--- src/rtl/cdb_arbiter_pkg.sv ---
// Shared core constants for the CDB transmitter: tag/data widths, the idle
// tag every snooper ignores, and the message carried on one CDB channel.
package cdb_arbiter_pkg;

  localparam int ROB_W  = 6;
  localparam int DATA_W = 32;

  localparam logic [ROB_W-1:0] INVALID_TAG = 6'b010000;

  typedef struct packed {
    logic              iscast;
    logic [ROB_W-1:0]  robNum;
    logic [DATA_W-1:0] data;
  } cdb_msg;

endpackage

--- src/rtl/cdb_src_fifo.sv ---
// Per-source result buffer: circular FIFO with read/write pointers and an
// occupancy count. A push into a full buffer and a pop from an empty one are
// ignored; flush empties the buffer and beats any same-cycle push or pop.
module cdb_src_fifo #(
  parameter int DEPTH = 2,
  parameter int WIDTH = 38
) (
  input  logic             clock,
  input  logic             reset,
  input  logic             flush,
  input  logic             push,
  input  logic             pop,
  input  logic [WIDTH-1:0] wdata,
  output logic [WIDTH-1:0] rdata,
  output logic             full,
  output logic             empty
);

  localparam int PTR_W = (DEPTH > 1) ? $clog2(DEPTH) : 1;
  localparam int CNT_W = PTR_W + 1;

  logic [WIDTH-1:0] mem_r [DEPTH];
  logic [PTR_W-1:0] rd_ptr_r;
  logic [PTR_W-1:0] wr_ptr_r;
  logic [CNT_W-1:0] count_r;
  logic             do_push_s;
  logic             do_pop_s;

  assign full      = (count_r == CNT_W'(DEPTH));
  assign empty     = (count_r == {CNT_W{1'b0}});
  assign do_push_s = push && !full;
  assign do_pop_s  = pop && !empty;
  assign rdata     = mem_r[rd_ptr_r];

  // Pointer and occupancy tracking; power-of-two depth lets pointers wrap naturally.
  always_ff @(posedge clock or negedge reset) begin
    if (!reset) begin
      rd_ptr_r <= {PTR_W{1'b0}};
      wr_ptr_r <= {PTR_W{1'b0}};
      count_r  <= {CNT_W{1'b0}};
    end else if (flush) begin
      rd_ptr_r <= {PTR_W{1'b0}};
      wr_ptr_r <= {PTR_W{1'b0}};
      count_r  <= {CNT_W{1'b0}};
    end else begin
      if (do_push_s) wr_ptr_r <= wr_ptr_r + PTR_W'(1);
      if (do_pop_s)  rd_ptr_r <= rd_ptr_r + PTR_W'(1);
      case ({do_push_s, do_pop_s})
        2'b10:   count_r <= count_r + CNT_W'(1);
        2'b01:   count_r <= count_r - CNT_W'(1);
        default: count_r <= count_r;
      endcase
    end
  end

  // Entry storage; contents are only meaningful between the pointers, so no reset.
  always_ff @(posedge clock) begin
    if (do_push_s && !flush) mem_r[wr_ptr_r] <= wdata;
  end

endmodule

--- src/rtl/cdb_arbiter.sv ---
// Common-data-bus transmitter: buffers completed results per producer and
// retires up to two per cycle onto the two CDB channels, serving producers
// round-robin. Channel outputs are registered; there is no input-to-CDB path.
module cdb_arbiter
  import cdb_arbiter_pkg::*;
#(
  parameter int                NUM_SRC     = 4,
  parameter int                FIFO_DEPTH  = 2,
  parameter int                ROB_W       = cdb_arbiter_pkg::ROB_W,
  parameter int                DATA_W      = cdb_arbiter_pkg::DATA_W,
  parameter logic [ROB_W-1:0]  INVALID_TAG = cdb_arbiter_pkg::INVALID_TAG
) (
  input  logic                      clock,
  input  logic                      reset,
  input  logic                      flush,
  input  logic [NUM_SRC-1:0]        src_valid,
  input  logic [NUM_SRC*ROB_W-1:0]  src_robNum,
  input  logic [NUM_SRC*DATA_W-1:0] src_data,
  output logic [NUM_SRC-1:0]        src_ready,
  output logic                      CDBiscast,
  output logic [ROB_W-1:0]          CDBrobNum,
  output logic [DATA_W-1:0]         CDBdata,
  output logic                      CDBiscast2,
  output logic [ROB_W-1:0]          CDBrobNum2,
  output logic [DATA_W-1:0]         CDBdata2,
  output logic                      overflow
);

  localparam int SEL_W = (NUM_SRC > 1) ? $clog2(NUM_SRC) : 1;
  localparam int ENT_W = ROB_W + DATA_W;

  logic [ENT_W-1:0]   head_s [NUM_SRC];
  logic [NUM_SRC-1:0] full_s;
  logic [NUM_SRC-1:0] empty_s;
  logic [NUM_SRC-1:0] pop_s;
  logic [SEL_W-1:0]   rr_ptr_r;
  logic [SEL_W-1:0]   rr_next_s;
  logic [SEL_W-1:0]   last_idx_s;
  logic [SEL_W-1:0]   scan_idx_s;
  logic [SEL_W:0]     scan_sum_s;
  logic [SEL_W-1:0]   g1_idx_s;
  logic [SEL_W-1:0]   g2_idx_s;
  logic               g1_vld_s;
  logic               g2_vld_s;

  // Ready is a decode of registered occupancy only, so a same-cycle pop never frees a slot early.
  assign src_ready = ~full_s;

  for (genvar i = 0; i < NUM_SRC; i++) begin : g_src
    cdb_src_fifo #(
      .DEPTH (FIFO_DEPTH),
      .WIDTH (ENT_W)
    ) u_fifo (
      .clock (clock),
      .reset (reset),
      .flush (flush),
      .push  (src_valid[i]),
      .pop   (pop_s[i]),
      .wdata ({src_robNum[i*ROB_W +: ROB_W], src_data[i*DATA_W +: DATA_W]}),
      .rdata (head_s[i]),
      .full  (full_s[i]),
      .empty (empty_s[i])
    );
  end

  // Scan heads from rr_ptr with wrap: first non-empty source takes channel 1, next distinct one channel 2.
  always_comb begin
    g1_vld_s   = 1'b0;
    g2_vld_s   = 1'b0;
    g1_idx_s   = {SEL_W{1'b0}};
    g2_idx_s   = {SEL_W{1'b0}};
    scan_sum_s = {(SEL_W+1){1'b0}};
    scan_idx_s = {SEL_W{1'b0}};
    for (int k = 0; k < NUM_SRC; k++) begin
      scan_sum_s = {1'b0, rr_ptr_r} + (SEL_W+1)'(k);
      if (scan_sum_s >= (SEL_W+1)'(NUM_SRC)) begin
        scan_sum_s = scan_sum_s - (SEL_W+1)'(NUM_SRC);
      end else begin
        scan_sum_s = scan_sum_s;
      end
      scan_idx_s = scan_sum_s[SEL_W-1:0];
      if (!empty_s[scan_idx_s]) begin
        if (!g1_vld_s) begin
          g1_vld_s = 1'b1;
          g1_idx_s = scan_idx_s;
        end else if (!g2_vld_s) begin
          g2_vld_s = 1'b1;
          g2_idx_s = scan_idx_s;
        end else begin
          g2_vld_s = g2_vld_s;
        end
      end else begin
        g1_vld_s = g1_vld_s;
      end
    end
  end

  // Pop granted heads and compute the pointer just past the last granted source.
  always_comb begin
    pop_s = {NUM_SRC{1'b0}};
    if (g1_vld_s) begin
      pop_s[g1_idx_s] = 1'b1;
    end else begin
      pop_s = pop_s;
    end
    if (g2_vld_s) begin
      pop_s[g2_idx_s] = 1'b1;
      last_idx_s      = g2_idx_s;
    end else begin
      last_idx_s      = g1_idx_s;
    end
    if (last_idx_s == SEL_W'(NUM_SRC - 1)) begin
      rr_next_s = {SEL_W{1'b0}};
    end else begin
      rr_next_s = last_idx_s + SEL_W'(1);
    end
  end

  // Register both CDB channels and advance the round-robin pointer on any grant.
  always_ff @(posedge clock or negedge reset) begin
    if (!reset) begin
      CDBiscast  <= 1'b0;
      CDBrobNum  <= INVALID_TAG;
      CDBdata    <= {DATA_W{1'b0}};
      CDBiscast2 <= 1'b0;
      CDBrobNum2 <= INVALID_TAG;
      CDBdata2   <= {DATA_W{1'b0}};
      rr_ptr_r   <= {SEL_W{1'b0}};
    end else if (flush) begin
      CDBiscast  <= 1'b0;
      CDBrobNum  <= INVALID_TAG;
      CDBdata    <= {DATA_W{1'b0}};
      CDBiscast2 <= 1'b0;
      CDBrobNum2 <= INVALID_TAG;
      CDBdata2   <= {DATA_W{1'b0}};
      rr_ptr_r   <= {SEL_W{1'b0}};
    end else begin
      CDBiscast  <= g1_vld_s;
      CDBrobNum  <= g1_vld_s ? head_s[g1_idx_s][ENT_W-1 -: ROB_W] : INVALID_TAG;
      CDBdata    <= g1_vld_s ? head_s[g1_idx_s][DATA_W-1:0] : {DATA_W{1'b0}};
      CDBiscast2 <= g2_vld_s;
      CDBrobNum2 <= g2_vld_s ? head_s[g2_idx_s][ENT_W-1 -: ROB_W] : INVALID_TAG;
      CDBdata2   <= g2_vld_s ? head_s[g2_idx_s][DATA_W-1:0] : {DATA_W{1'b0}};
      if (g1_vld_s) rr_ptr_r <= rr_next_s;
    end
  end

  // Sticky record of any push offered to a full buffer; only reset clears it.
  always_ff @(posedge clock or negedge reset) begin
    if (!reset) begin
      overflow <= 1'b0;
    end else if ((src_valid & ~src_ready) != {NUM_SRC{1'b0}}) begin
      overflow <= 1'b1;
    end else begin
      overflow <= overflow;
    end
  end

endmodule

--- config.mk ---
export PLATFORM = sky130hd
export DESIGN_NAME = cdb_arbiter
export DESIGN_NICKNAME = d
export VERILOG_FILES = /design/src/rtl/cdb_arbiter_pkg.sv /design/src/rtl/cdb_src_fifo.sv /design/src/rtl/cdb_arbiter.sv
export SDC_FILE = /design/constraint.sdc
export NUM_CORES = 1
export LEC_CHECK = 0
export ABC_AREA = 1
export BUFFER_PORTS_ARGS = -buffer_cell sky130_fd_sc_hd__buf_2
export CAP_MARGIN = 15
export CORE_ASPECT_RATIO = 1.75
export CORE_UTILIZATION = 30
export DETAILED_ROUTE_END_ITERATION = 8
export PLACE_DENSITY_LB_ADDON = 0.2
export SLEW_MARGIN = 20
export SYNTH_ARGS = -nofsm -noshare
export SYNTH_HDL_FRONTEND = slang
export SYNTH_SLANG_ARGS = --single-unit
--- constraint.sdc ---
create_clock -name clock -period 5.4 [get_ports clock]
set_input_delay 0.81 -clock clock [delete_from_list [all_inputs] [get_ports clock]]
set_output_delay 0.81 -clock clock [all_outputs]
set_load 0.01 [all_outputs]
==> run summary <==
Final Setup Violations = 0
Reg2reg start = rr_ptr_r[0]
Required time worst endpoint = 5840 ps
Core area = 0.0561 mm2
Clk_lat worst skew = 560 ps
# rows = 115
Final period util = 65.8%
Synthesized area per cell = 10.7 um2
CP most frequent cell = nand2_2
Synth Net Count = 1,741
Hold-fix buffers at CTS = 0
HPWL after DPL = 42.0 mm
Worst slew margin = 30.5%
Share of layout cells above drive strength 1 = 22.8%
Power per Cell Area = 754 mW/mm2
Final clock skew = 18.9 ps
Gr ovfl total = 0
Register area = 0.0116 mm2
Mapped Area = 0.0170 mm2
Post-route ant nets = 0
Starting density of the core = 30.3%
Netlist cell types = 43
Most common cell after layout, fill and taps aside = nand2_1
Hold Vio Cnt, Final = 0
Drt initial violations = 1,156
Power, Total = 15.3 mW
CP max stage cell = dfrtp_1
Crit path DAT = 4000 ps
Crit. End Element = flop
Largest net degree at the start of global routing = 64
First-pass detailed-route iteration total = 6
Largest family of logic cells by synthesized area = simple AND/OR/NAND/NOR gates
Die Area = 0.0576 mm2
Commonest non-fill, non-tap cells in the layout = nand2_1, edfxtp_1, buf_2, dfrtp_1, nand3_1
CTS tree = yes
Setup crit start = rr_ptr_r[0]
Status = completed
Cells after Synth = 1,580
Min-delay worst type = input pin to asynchronous set/reset pin
Final GP Congestion = 0.828
CTS Buf Count = 39
Cell taking the most area after synthesis = edfxtp_1
Clock Path Buffers = 3
CP endpoint = g_src[1].u_fifo.count_r[0]
# IOs = 242
Worst-Margin Slew = 1040 ps
CTS resizes = 0
First-pass GRT wire length = 85.0 mm
Root buffer cell = clkbuf_16
Post-Synth Adder-Cell Area = 0.147%
Final min period = 3550 ps
Compound-gate portion of the synthesized area = 5.94%
Port Buffers = 241
Post-CTS Setup Bufs = 0
Max-cap violations = 0
Fmax = 282 MHz
Reg-to-reg endpoint = g_src[1].u_fifo.count_r[0]
R2R cell count = 19
GRT Resource Usage Total = 20.7%
Post-synth top flop = edfxtp_1
Worst Setup Start Kind = flop
Post-synthesis mux area share = 0%
Worst Path Max Fanout = 48
Final nets = 1,959
FILL cells = 5,590
Worst-path clk slew = 70 ps
Unrepaired setup endpoints after global routing = false
Kind of critical path = flop to flop
Die Ht = 317 um
Setup TNS = 0 ps
DR vias = 12,518
Area growth syn-to-layout = 19.6%
Die X = 182 um
Register area share after synthesis = 68.1%
CP max stage delay = 580 ps
CTS sink count = 401
Reg2reg setup slack = 1850 ps
Vias per cell = 4.94
Area of the multi-input gates = 0.00491 mm2
Vias in the first global route = 12,171
H-tree levels = 2
EDFF count, synth = 304
Worst IR Drop VDD = 1.01 mV
Slew Viols, Final = 0
Warnings, synthesis = 0
# DRC = 0
Post-Synth XOR/XNOR Area = 0.103%
Top post-synthesis cells by area = edfxtp_1, nand2_1, dfrtp_1, nand3_1, nor3_2
FFs w/ async S/R, synth = 24.2%
Initial antenna violation count = 14
Routed WL = 59.5 mm
Avg WL per Cell = 23.5 um
Synth Area in Simple Gates = 22.3%
CP Cell Sequence = inv_4 -> nand2_2 -> nand3_2 -> nand2_4 -> ha_1 -> inv_1 -> nor2_1 -> a21oi_1 -> nor2_1 -> nand2_1 -> nand2_4 -> buf_4 -> nand3_1 -> nand2_2 -> nand2_2 -> nand2_2 -> nand3_1 -> nand2_1 -> nand2_1
Synth top area share = 53.7%
Cell leakage power = 8.55 nW
Synth Register Bits = 401
## area by class of cell
type / count / share of cell area [%]
inverters: 37 / 0.721
diodes: 5 / 0.0616
multi-input cells: 1060 / 24.2
repair buffers: 259 / 6.81
clock inverters: 16 / 1.39
clock buffers: 55 / 5.56
well taps: 702 / 4.33
flip-flops and latches: 401 / 56.9
## through the flow
step	instance area (um2)	utilization [%]	setup slack, ps	std cells	hold slack, ps
4_1_cts	20300	36.2	1830	2530	321
3_5_place_dp	18900	33.6	1850	2459	511
3_3_place_gp	18800	33.5	1900	2457	486
2_1_floorplan	17000	-	2070	1580	458
5_1_grt	20300	36.2	1550	2535	347
6_report	20300	36.2	1850	2535	302
## report_power, final
group,total (mW),internal (mW),switching [mW]
logic,8.16,2.16,6.01
registers,4.10,3.84,0.261
clock network,3.05,1.84,1.20
total,15.3,7.84,7.47
## synthesized netlist by cell type, drive strengths merged (6+ instances only)
cell type  count
nand2        701
edfxtp       304
dfrtp         95
nand3         71
nor2          63
o21ai         60
buf           47
o22ai         43
inv           37
nor3          36
clkbuf        35
a21oi         30
a31oi         28
nand4          9
o211ai         6
## critical path: cells and delay by family, from the launching register on
kind / cells / cell delay, ps
and+or+nand+nor: 14 / 1890
buffers and inverters: 3 / 760
adders and majority gates: 1 / 150
DFF: 1 / 580
AOI/OAI and AO/OA: 1 / 50
## worst min-delay path by stage
stage                                    end  slack, ps  cells after the start
CTS                             CDBdata2[16]        320                      1
detailed placement                  overflow        510                      2
floorplan           g_src[0].u_fifo.wr_ptr_r        460                      1
finish                           CDBdata2[8]        300                      1
global placement                    overflow        490                      2
global route                     CDBdata2[6]        350                      1
## flip-flops by register name (all words and copies together) (netlist names), 2 cells and up
name,cells
CDBdata,32
CDBdata2,32
CDBrobNum2,6
rr_ptr_r,2
g_src.u_fifo.mem_r,304
g_src.u_fifo.rd_ptr_r,4
g_src.u_fifo.count_r,8
CDBrobNum,6
g_src.u_fifo.wr_ptr_r,4
## layer usage
| layer | up-vias | track usage (%) | share of wire, % | wire [um] |
|---|---|---|---|---|
| met5 | - | 0 | 0.11 | 67 |
| li1 | 5812 | - | - | - |
| met1 | 6115 | 24.7 | 39 | 23000 |
| met3 | 104 | 2.99 | 5.3 | 3140 |
| met2 | 477 | 35.7 | 51 | 30100 |
| met4 | 10 | 12.4 | 5.3 | 3180 |
## kinds of logic after synthesis
family | Yosys count
AND/OR/NAND/NOR | 883
flip-flops | 401
AO/OA/AOI/OAI | 173
buffers and inverters | 119
XOR/XNOR | 2
adder cells (fa/ha/maj) | 2
(Power assumes the default switching activity.)
